File: src/rtl/sonar_tx_pkg.sv
// Shared types and constants for the sonar transmit burst generator.
package sonar_tx_pkg;

  typedef enum logic [1:0] {
    IDLE = 2'd0,
    HIGH = 2'd1,
    LOW  = 2'd2,
    HOLD = 2'd3
  } tx_state_t;

  localparam int CW_DEFAULT = 16;
  localparam int PW_DEFAULT = 8;

  // A programmed half-period of zero is treated as a single cycle.
  localparam int HP_ZERO_MAP = 1;

endpackage

File: src/rtl/sonar_tx_timer.sv
// Loadable down-counter shared by half-period and hold-off timing.
// Holds at zero; never wraps.
module sonar_tx_timer
  import sonar_tx_pkg::*;
#(
  parameter int CW = CW_DEFAULT
) (
  input  logic          clk,
  input  logic          load,
  input  logic [CW-1:0] load_value,
  output logic [CW-1:0] value,
  output logic          zero
);

  logic [CW-1:0] cnt;

  // Load takes precedence; otherwise count down and stick at zero.
  always_ff @(posedge clk) begin
    if (load) begin
      cnt <= load_value;
    end else if (cnt != '0) begin
      cnt <= cnt - 1'b1;
    end
  end

  assign value = cnt;
  assign zero  = (cnt == '0);

endmodule

File: src/rtl/sonar_pulse_tx.sv
// Complementary square-wave burst generator with ring-down hold-off.
// Optional feature macro: SONAR_TX_DEADTIME_EN inserts min(DT, H-1) dead
// cycles at the start of every half-period without changing the period.
module sonar_pulse_tx
  import sonar_tx_pkg::*;
#(
  parameter int CW = CW_DEFAULT,
  parameter int PW = PW_DEFAULT,
  parameter int DT = 2
) (
  input  logic          clk,
  input  logic          rst,
  input  logic          start,
  input  logic          abort,
  input  logic [CW-1:0] half_period,
  input  logic [PW-1:0] n_pulses,
  input  logic [CW-1:0] holdoff,
  output logic          tx_p,
  output logic          tx_n,
  output logic          busy,
  output logic          done
);

  tx_state_t     state, state_next;

  // Burst parameters captured at start
  logic [CW-1:0] h_lat;
  logic [PW-1:0] n_lat;
  logic [CW-1:0] d_lat;
  logic [CW-1:0] h_in_eff;

  logic [PW-1:0] pulse_cnt, pulse_cnt_inc;
  logic          accept, cnt_step, done_next;

  logic          tmr_load, tmr_zero;
  logic [CW-1:0] tmr_load_value, tmr_value, tmr_next;

  logic          tx_p_next, tx_n_next, busy_next, dead;

  assign h_in_eff      = (half_period == '0) ? CW'(HP_ZERO_MAP) : half_period;
  assign pulse_cnt_inc = pulse_cnt + 1'b1;

  sonar_tx_timer #(.CW(CW)) u_timer (
    .clk        (clk),
    .load       (tmr_load),
    .load_value (tmr_load_value),
    .value      (tmr_value),
    .zero       (tmr_zero)
  );

  // Timer value seen in the next cycle, so outputs can be registered in step with the FSM.
  assign tmr_next = tmr_load ? tmr_load_value : (tmr_zero ? '0 : tmr_value - 1'b1);

  // State register, pulse counter and registered outputs.
  always_ff @(posedge clk) begin
    if (rst) begin
      state     <= IDLE;
      pulse_cnt <= '0;
      tx_p      <= 1'b0;
      tx_n      <= 1'b0;
      busy      <= 1'b0;
      done      <= 1'b0;
    end else begin
      state <= state_next;
      if (accept) begin
        pulse_cnt <= '0;
      end else if (cnt_step) begin
        pulse_cnt <= pulse_cnt_inc;
      end
      tx_p <= tx_p_next;
      tx_n <= tx_n_next;
      busy <= busy_next;
      done <= done_next;
    end
  end

  // Burst parameters are captured only when a burst is accepted.
  always_ff @(posedge clk) begin
    if (accept) begin
      h_lat <= h_in_eff;
      n_lat <= n_pulses;
      d_lat <= holdoff;
    end
  end

  // Next-state logic; abort outranks both start and normal progress.
  always_comb begin
    state_next     = state;
    tmr_load       = 1'b0;
    tmr_load_value = '0;
    accept         = 1'b0;
    cnt_step       = 1'b0;
    done_next      = 1'b0;
    case (state)
      IDLE: begin
        if (!abort && start) begin
          if (n_pulses != '0) begin
            state_next     = HIGH;
            accept         = 1'b1;
            tmr_load       = 1'b1;
            tmr_load_value = h_in_eff - 1'b1;
          end else begin
            done_next = 1'b1;
          end
        end
      end
      HIGH: begin
        if (abort) begin
          state_next = IDLE;
        end else if (tmr_zero) begin
          state_next     = LOW;
          tmr_load       = 1'b1;
          tmr_load_value = h_lat - 1'b1;
        end
      end
      LOW: begin
        if (abort) begin
          state_next = IDLE;
        end else if (tmr_zero) begin
          cnt_step = 1'b1;
          if (pulse_cnt_inc == n_lat) begin
            if (d_lat != '0) begin
              state_next     = HOLD;
              tmr_load       = 1'b1;
              tmr_load_value = d_lat - 1'b1;
            end else begin
              state_next = IDLE;
              done_next  = 1'b1;
            end
          end else begin
            state_next     = HIGH;
            tmr_load       = 1'b1;
            tmr_load_value = h_lat - 1'b1;
          end
        end
      end
      HOLD: begin
        if (abort) begin
          state_next = IDLE;
        end else if (tmr_zero) begin
          state_next = IDLE;
          done_next  = 1'b1;
        end
      end
      default: state_next = IDLE;
    endcase
  end

`ifdef SONAR_TX_DEADTIME_EN
  localparam logic [CW-1:0] DT_C = CW'(DT);
  logic [CW-1:0] h_cur, h_cur_m1, dt_eff;

  // Dead while fewer than min(DT, H-1) cycles of the half-period have elapsed.
  always_comb begin
    h_cur    = accept ? h_in_eff : h_lat;
    h_cur_m1 = h_cur - 1'b1;
    dt_eff   = (DT_C < h_cur_m1) ? DT_C : h_cur_m1;
    dead     = (tmr_next > (h_cur_m1 - dt_eff));
  end
`else
  localparam int unused_dt = DT;

  // Drive is active for the whole half-period.
  always_comb begin
    dead = 1'b0;
  end
`endif

  // Output decode from the next state; drives are mutually exclusive by state.
  always_comb begin
    tx_p_next = (state_next == HIGH) && !dead;
    tx_n_next = (state_next == LOW) && !dead;
    busy_next = (state_next != IDLE);
  end

endmodule

File: config.mk
export PLATFORM = sky130hd
export DESIGN_NAME = sonar_pulse_tx
export DESIGN_NICKNAME = d
export VERILOG_FILES = /design/src/rtl/sonar_tx_pkg.sv /design/src/rtl/sonar_tx_timer.sv /design/src/rtl/sonar_pulse_tx.sv
export SDC_FILE = /design/constraint.sdc
export NUM_CORES = 1
export LEC_CHECK = 0
export ABC_AREA = 1
export CORE_MARGIN = 2
export CORE_UTILIZATION = 60
export CTS_BUF_LIST = sky130_fd_sc_hd__clkbuf_4 sky130_fd_sc_hd__clkbuf_8
export DETAILED_ROUTE_END_ITERATION = 8
export PLACE_DENSITY = 0.83
export SYNTH_ARGS = -nofsm -noshare
export SYNTH_HDL_FRONTEND = slang
export SYNTH_SLANG_ARGS = --single-unit
File: constraint.sdc
create_clock -name clk -period 3.3 [get_ports clk]
set_input_delay 0.33 -clock clk [delete_from_list [all_inputs] [get_ports clk]]
set_output_delay 0.33 -clock clk [all_outputs]
set_load 0.01 [all_outputs]
### Word-level counts from Yosys, hierarchy flattened

Cells that the tools add are included.

| storage, ports and cells | value |
|---|---|
| bits in registers | 70 |
| latch bits | 0 |
| bits in writable memories | 0 |
| ROM bits | 0 |
| bits of input ports | 44 |
| output and inout port bits | 4 |
| logic and storage cells | 73 |
| memories kept | 0 |

| operators by class | value |
|---|---|
| $add $sub $neg | 5 |
| multiply operators | 0 |
| div/mod/pow operators | 0 |
| order comparisons | 0 |
| equal/unequal tests | 6 |
| shift operators | 0 |
| muxes and demuxes | 41 |
| bitwise gates (word level) | 0 |
| reductions and logical operators | 11 |

Operators with widths:

| kind | number |
|---|---|
| 16-bit two-way mux | 11 |
| 16-bit by 1-bit subtractor with 16-bit output (second input constant) | 4 |
| 16-bit case mux with 3 select lines | 1 |
| 16-bit zero test | 2 |
| 16-bit nonzero test | 2 |
| 2-bit two-way mux | 10 |
| 1-bit two-way mux | 16 |
| 8-bit by 1-bit adder with 8-bit output (second input constant) | 1 |
| 8-bit equality test | 1 |
| 2-bit case mux with 4 select lines | 1 |
| 8-bit nonzero test | 1 |
| 2-bit equality test (second input constant) | 3 |
| 1-bit case mux with 3 select lines | 2 |
| 2-bit by 1-bit equality test with 1-bit output (second input constant) | 2 |
| 2-bit nonzero test | 2 |
| 2-bit zero test | 1 |
| 2-bit OR reduction | 1 |
| 1-bit logical AND | 1 |
| 1-bit zero test | 1 |

### Logic depth before layout (Yosys ltp)

Gate-level depths: netlist of run 1.

| logic depth | value |
|---|---|
| depth in word-level cells | 7 |
| depth in mapped cells | 15 |
| gate-level depth less buffers | 15 |

### By module

From an unflattened synthesis of run 1, not the netlist that was laid out.

| second synthesis, totals | value |
|---|---|
| cells, all modules | 652 |
| area total of the unflattened synthesis | 4867.2 um^2 |

Modules (own cells, without submodules):

| module | instances | cells an instance | area an instance (um^2) | sequential area each (um^2) |
|---|---|---|---|---|
| sonar_pulse_tx | 1 | 504 | 3754.9 | 1481.4 |
| sonar_tx_timer | 1 | 148 | 1112.3 | 480.5 |

### Worst setup path before layout of run 1

Ideal clock, no wire load.

| timing path | value |
|---|---|
| path kind | input to register |
| start | in abort |
| end | reg u_timer.cnt[4], in the netlist u_timer.value[4] (data pin) |
| arrival time | 2.642 ns |
| required time | 3.166 ns |
| slack | 0.523 ns |
| stages | 10 |
| cell sequence | inv_1 -> nand2_1 -> inv_1 -> nand2_1 -> nor2_1 -> clkbuf_1 -> o21ai_0 -> a21oi_1 -> nor2_1 -> nand3_1 |

| on the way | value |
|---|---|
| word-level cells in the longest chain between the ends | 5 |
| elaborated cells on any way between the ends | 11 |
| classes of those cells | mux (9); reduce/logical (2) |

RTL lines:

| item | RTL line | source |
|---|---|---|
| start: declaration | sonar_pulse_tx.sv:14 | `input logic abort,` |
| 1-bit zero test | sonar_pulse_tx.sv:96 | `if (!abort && start) begin` |
| 1-bit logical AND | sonar_pulse_tx.sv:96 |  |
| 16-bit two-way mux / 1-bit two-way mux (equally long branches) | sonar_pulse_tx.sv:96 |  |
| 16-bit case mux with 3 select lines / 1-bit case mux with 3 select lines (equally long branches) | sonar_pulse_tx.sv:94 | `case (state)` |
| 16-bit two-way mux (*) | sonar_tx_timer.sv:19 | `if (load) begin` |
| end signal: assignment | sonar_tx_timer.sv:20 | `cnt <= load_value;` |
| end signal: assignment | sonar_tx_timer.sv:22 | `cnt <= cnt - 1'b1;` |
| end: declaration | sonar_tx_timer.sv:15 | `logic [CW-1:0] cnt;` |

Mark *: on every way between the ends. The rest lies on a longest branch, timed or not.
A chain may end at the register's enable or synchronous reset.

### Worst setup path in the final report of run 1

| timing path | value |
|---|---|
| start | reg u_timer.cnt[13], in the netlist u_timer.value[13] |
| end | reg u_timer.cnt[0], in the netlist u_timer.value[0], enable pin |

| on the way | value |
|---|---|
| word-level cells in the longest chain between the ends | 5 |
| elaborated cells on any way between the ends | 8 |
| classes of those cells | mux (5); reduce/logical (3) |

RTL lines:

| item | RTL line | source |
|---|---|---|
| 16-bit zero test | sonar_tx_timer.sv:27 | `assign zero = (cnt == '0);` |
| 1-bit two-way mux (on tied branches) | sonar_pulse_tx.sv:119, sonar_pulse_tx.sv:110 |  |
| 1-bit two-way mux | sonar_pulse_tx.sv:117 | `if (abort) begin` |
| 1-bit case mux with 3 select lines | sonar_pulse_tx.sv:94 |  |
| 2-bit nonzero test (no line) (*) | n/a |  |

Marks and branches as above.

==> results of run 1 <==
==> worst paths after layout <==
check | slack, ns | cells after the start | endpoint
setup / recovery | 0.85 | 8 | u_timer.value[0]
hold / removal | 0.52 | 1 | d_lat[13]
setup reg to reg | 0.85 | 8 | u_timer.value[0]
hold reg to reg | 0.55 | 2 | pulse_cnt[7]
==> per-layer routing <==
layer / up-vias / global-route usage, % / share of wire, %
li1: 2231 / - / -
met1: 2051 / 35.8 / 42
met2: 180 / 47.0 / 48
met3: 39 / 3.59 / 6.5
met4: 0 / 12.6 / 3.4
met5: - / 0 / 0
==> layout make-up <==
class                           instances  area (um^2)  share of cell area, %
Sequential cell                        70         1960                   35.0
Multi-Input combinational cell        468         2510                   44.8
Timing Repair Buffer                   51          500                   8.93
Clock buffer                           10          131                   2.34
Inverter                               86          323                   5.76
Tap cell                              105          131                   2.34
Clock inverter                          6         46.3                  0.826
==> Yosys cell counts (all sizes together), types with 10 or more instances <==
master | count | area share, %
inv | 85 | 6.5
nand3 | 77 | 8.7
dfxtp | 14 | 5.7
xor2 | 26 | 4.6
nand4 | 41 | 5.2
xnor2 | 11 | 2.0
nor2 | 102 | 9.3
clkbuf | 17 | 1.3
buf | 10 | 1.4
nand2 | 129 | 11
edfxtp | 56 | 34
o21ai | 21 | 2.1
a21oi | 16 | 1.6
nor3 | 15 | 1.6
==> power groups by stage <==
stage	clock network, mW	logic, mW	registers, mW
after global placement	0	0.457	1.17
after CTS	0.651	0.467	1.16
final	0.649	0.475	1.16
after global routing	0.690	0.529	1.17
after detailed placement	0	0.460	1.18
after floorplan	0	0.319	1.16
==> worst max-delay path, cell delays in order (launching register included) <==
cell and delay, ns:
edfxtp_1 0.42, inv_1 0.14, nand2_1 0.06, nor3_1 0.33
nand4_1 0.20, nor2_2 0.30, inv_2 0.27, nand4_1 0.16
buf_4 0.24
==> stage by stage <==
stage / cell area, um^2 / hold slack (ns) / util (%) / setup WS, ns
after detailed placement: 5430 / 0.539 / 67.1 / 0.757
after global placement: 5430 / 0.528 / 67.1 / 0.799
after global routing: 5600 / 0.515 / 69.2 / 0.650
after floorplan: 4920 / 0.429 / - / 0.523
after CTS: 5600 / 0.518 / 69.2 / 0.900
final: 5600 / 0.517 / 69.2 / 0.853
==> logic make-up after synthesis <==
family | share of synthesized area [%]
AO/OA/AOI/OAI | 5.77
XOR/XNOR | 6.59
adder cells (fa/ha/maj) | 1.02
buffers and inverters | 9.23
flip-flops | 39.9
AND/OR/NAND/NOR | 37.5
==> sequential cells by signal, summed over array words and instances, names as in the netlist <==
name           count
busy               1
h_lat             16
u_timer.value     16
d_lat             16
state              2
n_lat              8
tx_p               1
pulse_cnt          8
tx_n               1
done               1
==> results.json, run 1 <==
{
  "cp-start-kind": "register",
  "clockPowerShare_pct": 28.4,
  "async_flop_share_pct": 0,
  "tritoncts": "yes",
  "netlist_area_um2": 4920,
  "hold_start": "holdoff[13]",
  "die_h_um": 94.5,
  "cts_resized": 0,
  "clk_latency_ns": 0.36,
  "synthCells": 651,
  "internal_power_mw": 1.56,
  "ys_seq_area_share_pct": 39.9,
  "yosysWarnings": 0,
  "p_comb_share_pct": 20.8,
  "ys.flop_type": "edfxtp_1",
  "p_total_mw": 2.28,
  "first_pass_iters": 6,
  "dr.first_iter.drc_count": 448,
  "worstPathArrival_ns": 2.49,
  "power.density_nw_per_um2": 408,
  "critPathKind": "register to register",
  "hold_buffers": 0,
  "numCtsBuffers": 9,
  "setup_viol": 0,
  "clockRootBuffer": "clkbuf_8",
  "relSlewSlack_pct": 57.0,
  "clockBufferDepth": 2,
  "drive_above_1_share_pct": 8.39,
  "fin_tns_setup_ns": 0,
  "syn_to_final_growth_pct": 13.9,
  "slew_viol_final": 0,
  "grt_max_degree": 52,
  "seq_power_share_pct": 50.8,
  "crit_path_end_kind": "register",
  "ir_worst_vdd_uv": 222,
  "tightestPinTransition_ns": 0.646,
  "clkTransAtPathRegs_ns": 0.09,
  "crit_fanout": 29,
  "skew_ns": 0.0167,
  "synth_seq_cells": 70,
  "grt_pass1_wl_um": 19300,
  "avgSynthCellArea_um2": 7.56,
  "r2r_start": "u_timer.value[13]",
  "fp.dieW_um": 94.5,
  "crit_path_start": "u_timer.value[13]",
  "layout_common_cells": "121 x nand2_1, 91 x nor2_1, 82 x inv_1",
  "cts_setup_buffers": 0,
  "port_buffers": 47,
  "grt_antenna_before_repair": 0,
  "grt_util_all_layers_pct": 27.8,
  "grt-ovfl-total": 0,
  "nFillCells": 682,
  "synth_nets": 699,
  "leakage_nw": 2.35,
  "viasPerCell": 5.65,
  "antennaDiodeCount": 0,
  "fin_crit_sh_pct": 74.1,
  "rsz0062_at_grt": "no",
  "finalNonFillerCells": 796,
  "cp.required_ns": 3.35,
  "initial_core_util_pct": 60.8,
  "dp_hpwl_um": 9040,
  "fmax_mhz": 409,
  "finalHoldViolations": 0,
  "gp_congestion": 0.920,
  "outcome": "completed",
  "core_um2": 8090,
  "mostFrequentLayoutCell": "nand2_1",
  "dp.cells": 780,
  "avgRoutedWirePerCell_um": 15.0,
  "switching_share_pct": 31.6,
  "htreeDepth": 3,
  "grt_pass1_vias": 4224,
  "vias": 4501,
  "detail-route-antenna-nets": 0,
  "drc": 0,
  "maxCapViolCount": 0,
  "row_count": 33,
  "synthDistinctLibCells": 41,
  "switching_power_mw": 0.721,
  "cts.sink_count": 70,
  "layout.nets": 734,
  "period_minus_slack_ns": 2.45,
  "wl_um": 11900,
  "synth_edf_count": 56,
  "io_pins": 48,
  "die-area_um2": 8940,
  "hold_class": "input pin to register"
}
Note: power is estimated with default switching activity, not from simulation.
==> inputs of run 2 (changes only) <==
- CORE_UTILIZATION: 60 -> 54
- PLACE_DENSITY: 0.83 -> 0.79
- clock period: 3.3 -> 2.1 ns (I/O delays scaled with it)
==> run 2 against run 1 <==
Compared with the run above: the run now ends with setup timing left; clock skew increased by 0.0041 ns; via count increased by 11%; worst hold slack got worse by 0.11 ns; combinational power increased by 95%; critical path depth increased by 8; clock power increased by 60%; design area increased by 18%; flip-flop and latch count unchanged; first-iteration DRC count increased by 2.2%; sequential share of layout area decreased by 5.0 points; largest power group unchanged; sequential power increased by 57%; count of clock-buffer cells in the layout increased by 2.
==> results.json, run 2 (synthesis gave the netlist of run 1 again) <==
{
  "cpMostUsedCell": "nand2_2",
  "cp-start-kind": "register",
  "clockBufferDepth": 2,
  "hold_end": "d_lat[0]",
  "fp.dieW_um": 99.4,
  "critPathTopFamily": "simple AND/OR/NAND/NOR gates",
  "cp.required_ns": 2.23,
  "critPathKind": "register to register",
  "numCtsBuffers": 9,
  "grt-ovfl-total": 0,
  "r2r_start": "pulse_cnt[0]",
  "highest_layer": "met4",
  "hold_class": "input pin to register",
  "nFillCells": 597,
  "hold_buffers": 0,
  "vias": 4983,
  "core_um2": 8760,
  "layout_common_cells": "106 x nand2_1, 82 x nor2_1, 78 x inv_1",
  "worstRegToRegCells": 16,
  "grt_pass1_wl_um": 21700,
  "hold_start": "holdoff[0]",
  "grt_util_all_layers_pct": 27.4,
  "clockRootBuffer": "clkbuf_8",
  "maxCapViolCount": 0,
  "fin_tns_setup_ns": -0.0286,
  "fin_util_pct": 75.3,
  "outcome": "complete, but fails checks",
  "htreeDepth": 3,
  "skew_ns": 0.0209,
  "rsz0062_at_grt": "yes",
  "ir_worst_vdd_uv": 309,
  "grt_antenna_before_repair": 0,
  "slowest_delay_ns": 0.37,
  "holdPathStages": 1,
  "detail-route-antenna-nets": 0,
  "gp_congestion": 0.934,
  "wl_um": 14100,
  "setup_slack_ns": -0.0231,
  "leakage_nw": 2.83,
  "tightestPinTransition_ns": 0.545,
  "path_cells": "ha_4, nand2_4, buf_6, inv_2, nand2_2, nand2_2, nand2_2, nor2_2, nor2_2, nand3_2, nor2_1, buf_4, nand3_1, nand2_1, nor2_1, nand2_1",
  "violations": "setup timing",
  "first_pass_iters": 6,
  "worstPathArrival_ns": 2.25,
  "r2r_setup_slack_ns": -0.02,
  "hold_ws_ns": 0.405,
  "initial_core_util_pct": 56.1,
  "clkTransAtPathRegs_ns": 0.09,
  "route.met2.wl_um": 7040,
  "drc": 0,
  "slowest_stage": "dfxtp_4",
  "dp.cells": 845,
  "fin_crit_sh_pct": 101,
  "grt_pass1_vias": 4831,
  "route.met3.wl_um": 1010,
  "finalHoldViolations": 0,
  "die-area_um2": 9890,
  "power.density_nw_per_um2": 573,
  "clk_latency_ns": 0.37,
  "tritoncts": "yes",
  "fmax_mhz": 471,
  "mostFrequentLayoutCell": "nand2_1",
  "grt_max_degree": 29,
  "viasPerCell": 5.69,
  "wl_met1_um": 5450,
  "dp_hpwl_um": 9680,
  "period_minus_slack_ns": 2.12,
  "row_count": 34,
  "cp.buffers_inverters": 3,
  "port_buffers": 47,
  "layout.nets": 810,
  "cts.sink_count": 70,
  "drive_above_1_share_pct": 25.6,
  "die_h_um": 99.4,
  "relSlewSlack_pct": 63.6,
  "dr.first_iter.drc_count": 458,
  "avgRoutedWirePerCell_um": 16.1,
  "crit_fanout": 4,
  "setup_viol": 3,
  "io_pins": 48,
  "finalNonFillerCells": 875,
  "reg2reg_to": "u_timer.value[1]",
  "slew_viol_final": 0,
  "crit_path_end_kind": "register",
  "p_total_mw": 3.78,
  "antennaDiodeCount": 0,
  "syn_to_final_growth_pct": 34.1
}
run 2: final cells by class:
| type | instances | area, um^2 | share of cell area (%) |
|---|---|---|---|
| repair buffers | 126 | 1150 | 17.4 |
| flip-flops and latches | 70 | 1980 | 30.0 |
| inverters | 86 | 323 | 4.89 |
| clock inverters | 4 | 25.0 | 0.379 |
| clock buffers | 12 | 153 | 2.31 |
| multi-input cells | 469 | 2840 | 43.0 |
| well taps | 108 | 135 | 2.05 |
run 2: metal layers:
| layer | track usage, % | vias up |
|---|---|---|
| li1 | - | 2390 |
| met1 | 32.1 | 2297 |
| met2 | 48.8 | 248 |
| met3 | 4.71 | 48 |
| met4 | 12.9 | 0 |
| met5 | 0 | - |
run 2: timing repair:
item                                    CTS  global route
cloned                                    1             0
endpoints found under the setup margin   31            46
resized for setup                         7            72
pin swaps                                10            43
setup buffers                             8             5
run 2: worst max path at each step:
stage	from	to	slack, ns	depth (start not counted)
2_1_floorplan	pulse_cnt[1]	u_timer.value[0]	-0.26	13
3_3_place_gp	half_period[14]	u_timer.value[15]	-0.04	10
3_5_place_dp	half_period[4]	u_timer.value[14]	-0.15	14
4_1_cts	h_lat[0]	u_timer.value[15]	0.001	9
5_1_grt	pulse_cnt[5]	u_timer.value[1]	-0.16	14
6_report	pulse_cnt[0]	u_timer.value[1]	-0.02	16
run 2: power breakdown:
part	switching [mW]	total, mW	internal [mW]	leakage (nW)
Clock	0.553	1.04	0.484	0.0892
Combinational	0.493	0.924	0.431	2.07
Sequential	0.136	1.82	1.68	0.667
Total	1.18	3.78	2.60	2.83
run 2: worst register-to-register path, stage by stage, from the launching register on:
cell and delay [ns]:
dfxtp_4 0.37, ha_4 0.18, nand2_4 0.07, buf_6 0.11, inv_2 0.05, nand2_2 0.07, nand2_2 0.07, nand2_2 0.06
nor2_2 0.12, nor2_2 0.06, nand3_2 0.13, nor2_1 0.08, buf_4 0.14, nand3_1 0.11, nand2_1 0.10, nor2_1 0.10
nand2_1 0.05
run 2: through the flow:
stage | setup slack [ns] | area, um^2
after floorplan | -0.258 | 4960
after global placement | -0.0438 | 5970
after detailed placement | -0.154 | 5970
after CTS | 0.00133 | 6250
after global routing | -0.162 | 6600
final | -0.0231 | 6600
==> inputs of run 3 (changes only) <==
- CELL_PAD_IN_SITES_DETAIL_PLACEMENT: not set -> 1
- CELL_PAD_IN_SITES_GLOBAL_PLACEMENT: not set -> 2
- CORE_UTILIZATION: 54 -> 31
- PLACE_DENSITY: 0.79 -> not set
- PLACE_DENSITY_LB_ADDON: not set -> 0.1
==> run 3 against run 2 <==
Compared with the run above: the flow now finishes without violations; first-iteration DRC count shrank 64%; critical path depth is 2 lower; non-clock buffer count up 52; combinational power is 11% higher; sequential power hardly changed; largest power group unchanged.
==> results.json, run 3 (synthesis gave the netlist of run 1 again) <==
{
  "outcome": "completed",
  "clockBufferDepth": 2,
  "hold_start": "holdoff[1]",
  "cp.required_ns": 2.23,
  "numCtsBuffers": 9,
  "grt_pass1_vias": 5245,
  "core_um2": 15700,
  "worstPathArrival_ns": 2.23,
  "hold_buffers": 0,
  "power.density_nw_per_um2": 569,
  "grt_antenna_before_repair": 0,
  "grt_max_degree": 29,
  "layout_common_cells": "115 x buf_4, 103 x nand2_1, 73 x inv_1, 73 x nor2_1, 56 x edfxtp_1",
  "setup_slack_ns": 0.000430,
  "hold_class": "input pin to register",
  "cp-start-kind": "register",
  "critPathTopFamily": "simple AND/OR/NAND/NOR gates",
  "dp_hpwl_um": 12800,
  "clockRootBuffer": "clkbuf_8",
  "viasPerCell": 4.73,
  "slew_viol_final": 0,
  "slowest_delay_ns": 0.37,
  "critPathKind": "register to register",
  "dr.first_iter.drc_count": 163,
  "path_cells": "ha_4, inv_2, nand2_2, nand2_2, nand2_1, nand2_1, nor2_2, nand2_2, nor2_4, buf_6, nand3_4, nand2_4, nand4_1, buf_6",
  "layout.nets": 862,
  "setup_viol": 0,
  "crit_path_end_kind": "register",
  "clkTransAtPathRegs_ns": 0.09,
  "clk_latency_ns": 0.38,
  "io_pins": 48,
  "fmax_mhz": 476,
  "syn_to_final_growth_pct": 46.3,
  "r2r_setup_slack_ns": 0.0004,
  "relSlewSlack_pct": 62.2,
  "detail-route-antenna-nets": 0,
  "tritoncts": "yes",
  "leakage_nw": 3.09,
  "crit_path_start": "pulse_cnt[0]",
  "rsz0062_at_grt": "yes",
  "first_pass_iters": 4,
  "fin_crit_sh_pct": 100,
  "r2r_start": "pulse_cnt[0]",
  "crit_end": "u_timer.value[14]",
  "cts.sink_count": 70,
  "die-area_um2": 16900,
  "crit_fanout": 8,
  "period_minus_slack_ns": 2.10,
  "maxCapViolCount": 0,
  "mostFrequentLayoutCell": "buf_4",
  "dp_slack_ns": -0.341,
  "worstRegToRegCells": 14,
  "tightestPinTransition_ns": 0.562,
  "finalHoldViolations": 0,
  "grt_pass1_wl_um": 26300,
  "cp.buffers_inverters": 3,
  "cp_num_cells": 14,
  "skew_ns": 0.0139,
  "htreeDepth": 3,
  "vias": 4893,
  "holdPathStages": 1,
  "gp_congestion": 0.880,
  "grt-ovfl-total": 0,
  "cpMostUsedCell": "nand2_2",
  "port_buffers": 47,
  "wl_um": 16400,
  "p_total_mw": 4.10,
  "initial_core_util_pct": 31.3,
  "ir_worst_vdd_uv": 269,
  "row_count": 46,
  "grt_util_all_layers_pct": 20.3,
  "nFillCells": 1934,
  "avgRoutedWirePerCell_um": 15.9,
  "antennaDiodeCount": 0,
  "reg2reg_to": "u_timer.value[14]",
  "drc": 0,
  "slowest_stage": "dfxtp_4",
  "die_h_um": 130,
  "fp.dieW_um": 130,
  "drive_above_1_share_pct": 32.0
}
## run 3: final cells by class
type                            instances  area (um^2)  area share, %
Multi-Input combinational cell        469         2860           39.7
Sequential cell                        70         1980           27.5
Timing Repair Buffer                  178         1540           21.4
Inverter                               86          325           4.52
Tap cell                              216          270           3.76
Clock buffer                           10          131           1.83
Clock inverter                          6         87.6           1.22
## run 3: worst register-to-register path: cells and delay by family, from the launching register on
family / cells / cell delay (ns)
adders and majority gates: 1 / 0.17
buffers and inverters: 3 / 0.38
DFF: 1 / 0.37
and+or+nand+nor: 10 / 0.95
## run 3: power by group
group          switching (mW)  leakage (nW)  internal, mW
Combinational           0.523          2.32         0.507
Sequential              0.121         0.668          1.68
Clock                   0.583         0.104         0.680
## run 3: metal layers
| metal | GRT usage, % | part of all wire [%] |
|---|---|---|
| met1 | 23.7 | 43 |
| met5 | 0 | 0 |
| met2 | 37.9 | 53 |
| met3 | 2.34 | 1.9 |
| met4 | 7.59 | 2.4 |
## run 3: how the worst min path moves through the flow
stage / end / slack (ns)
after detailed placement: pulse_cnt[7] / 0.56
after CTS: d_lat[0] / 0.36
after global routing: d_lat[3] / 0.36
after global placement: pulse_cnt[7] / 0.52
after floorplan: d_lat[0] / 0.31
final: d_lat[1] / 0.38
## run 3: repair_timing
item / 4_1_cts / 5_1_grt
pin swaps: 15 / 45
gates resized for setup: 27 / 77
setup buffers: 6 / 13
cloned: 1 / 1
setup endpoints to repair: 35 / 39
## run 3: stage by stage
stage | setup TNS (ns) | area, um^2 | utilization (%) | hold slack [ns] | instances
3_5_place_dp | -3.79 | 6450 | 41.0 | 0.561 | 998
3_3_place_gp | -2.50 | 6450 | 41.0 | 0.524 | 998
6_report | 0 | 7190 | 45.8 | 0.379 | 1035
2_1_floorplan | -4.12 | 4960 | - | 0.309 | 651
4_1_cts | -0.00438 | 6820 | 43.4 | 0.357 | 1021
5_1_grt | -4.12 | 7190 | 45.8 | 0.359 | 1035
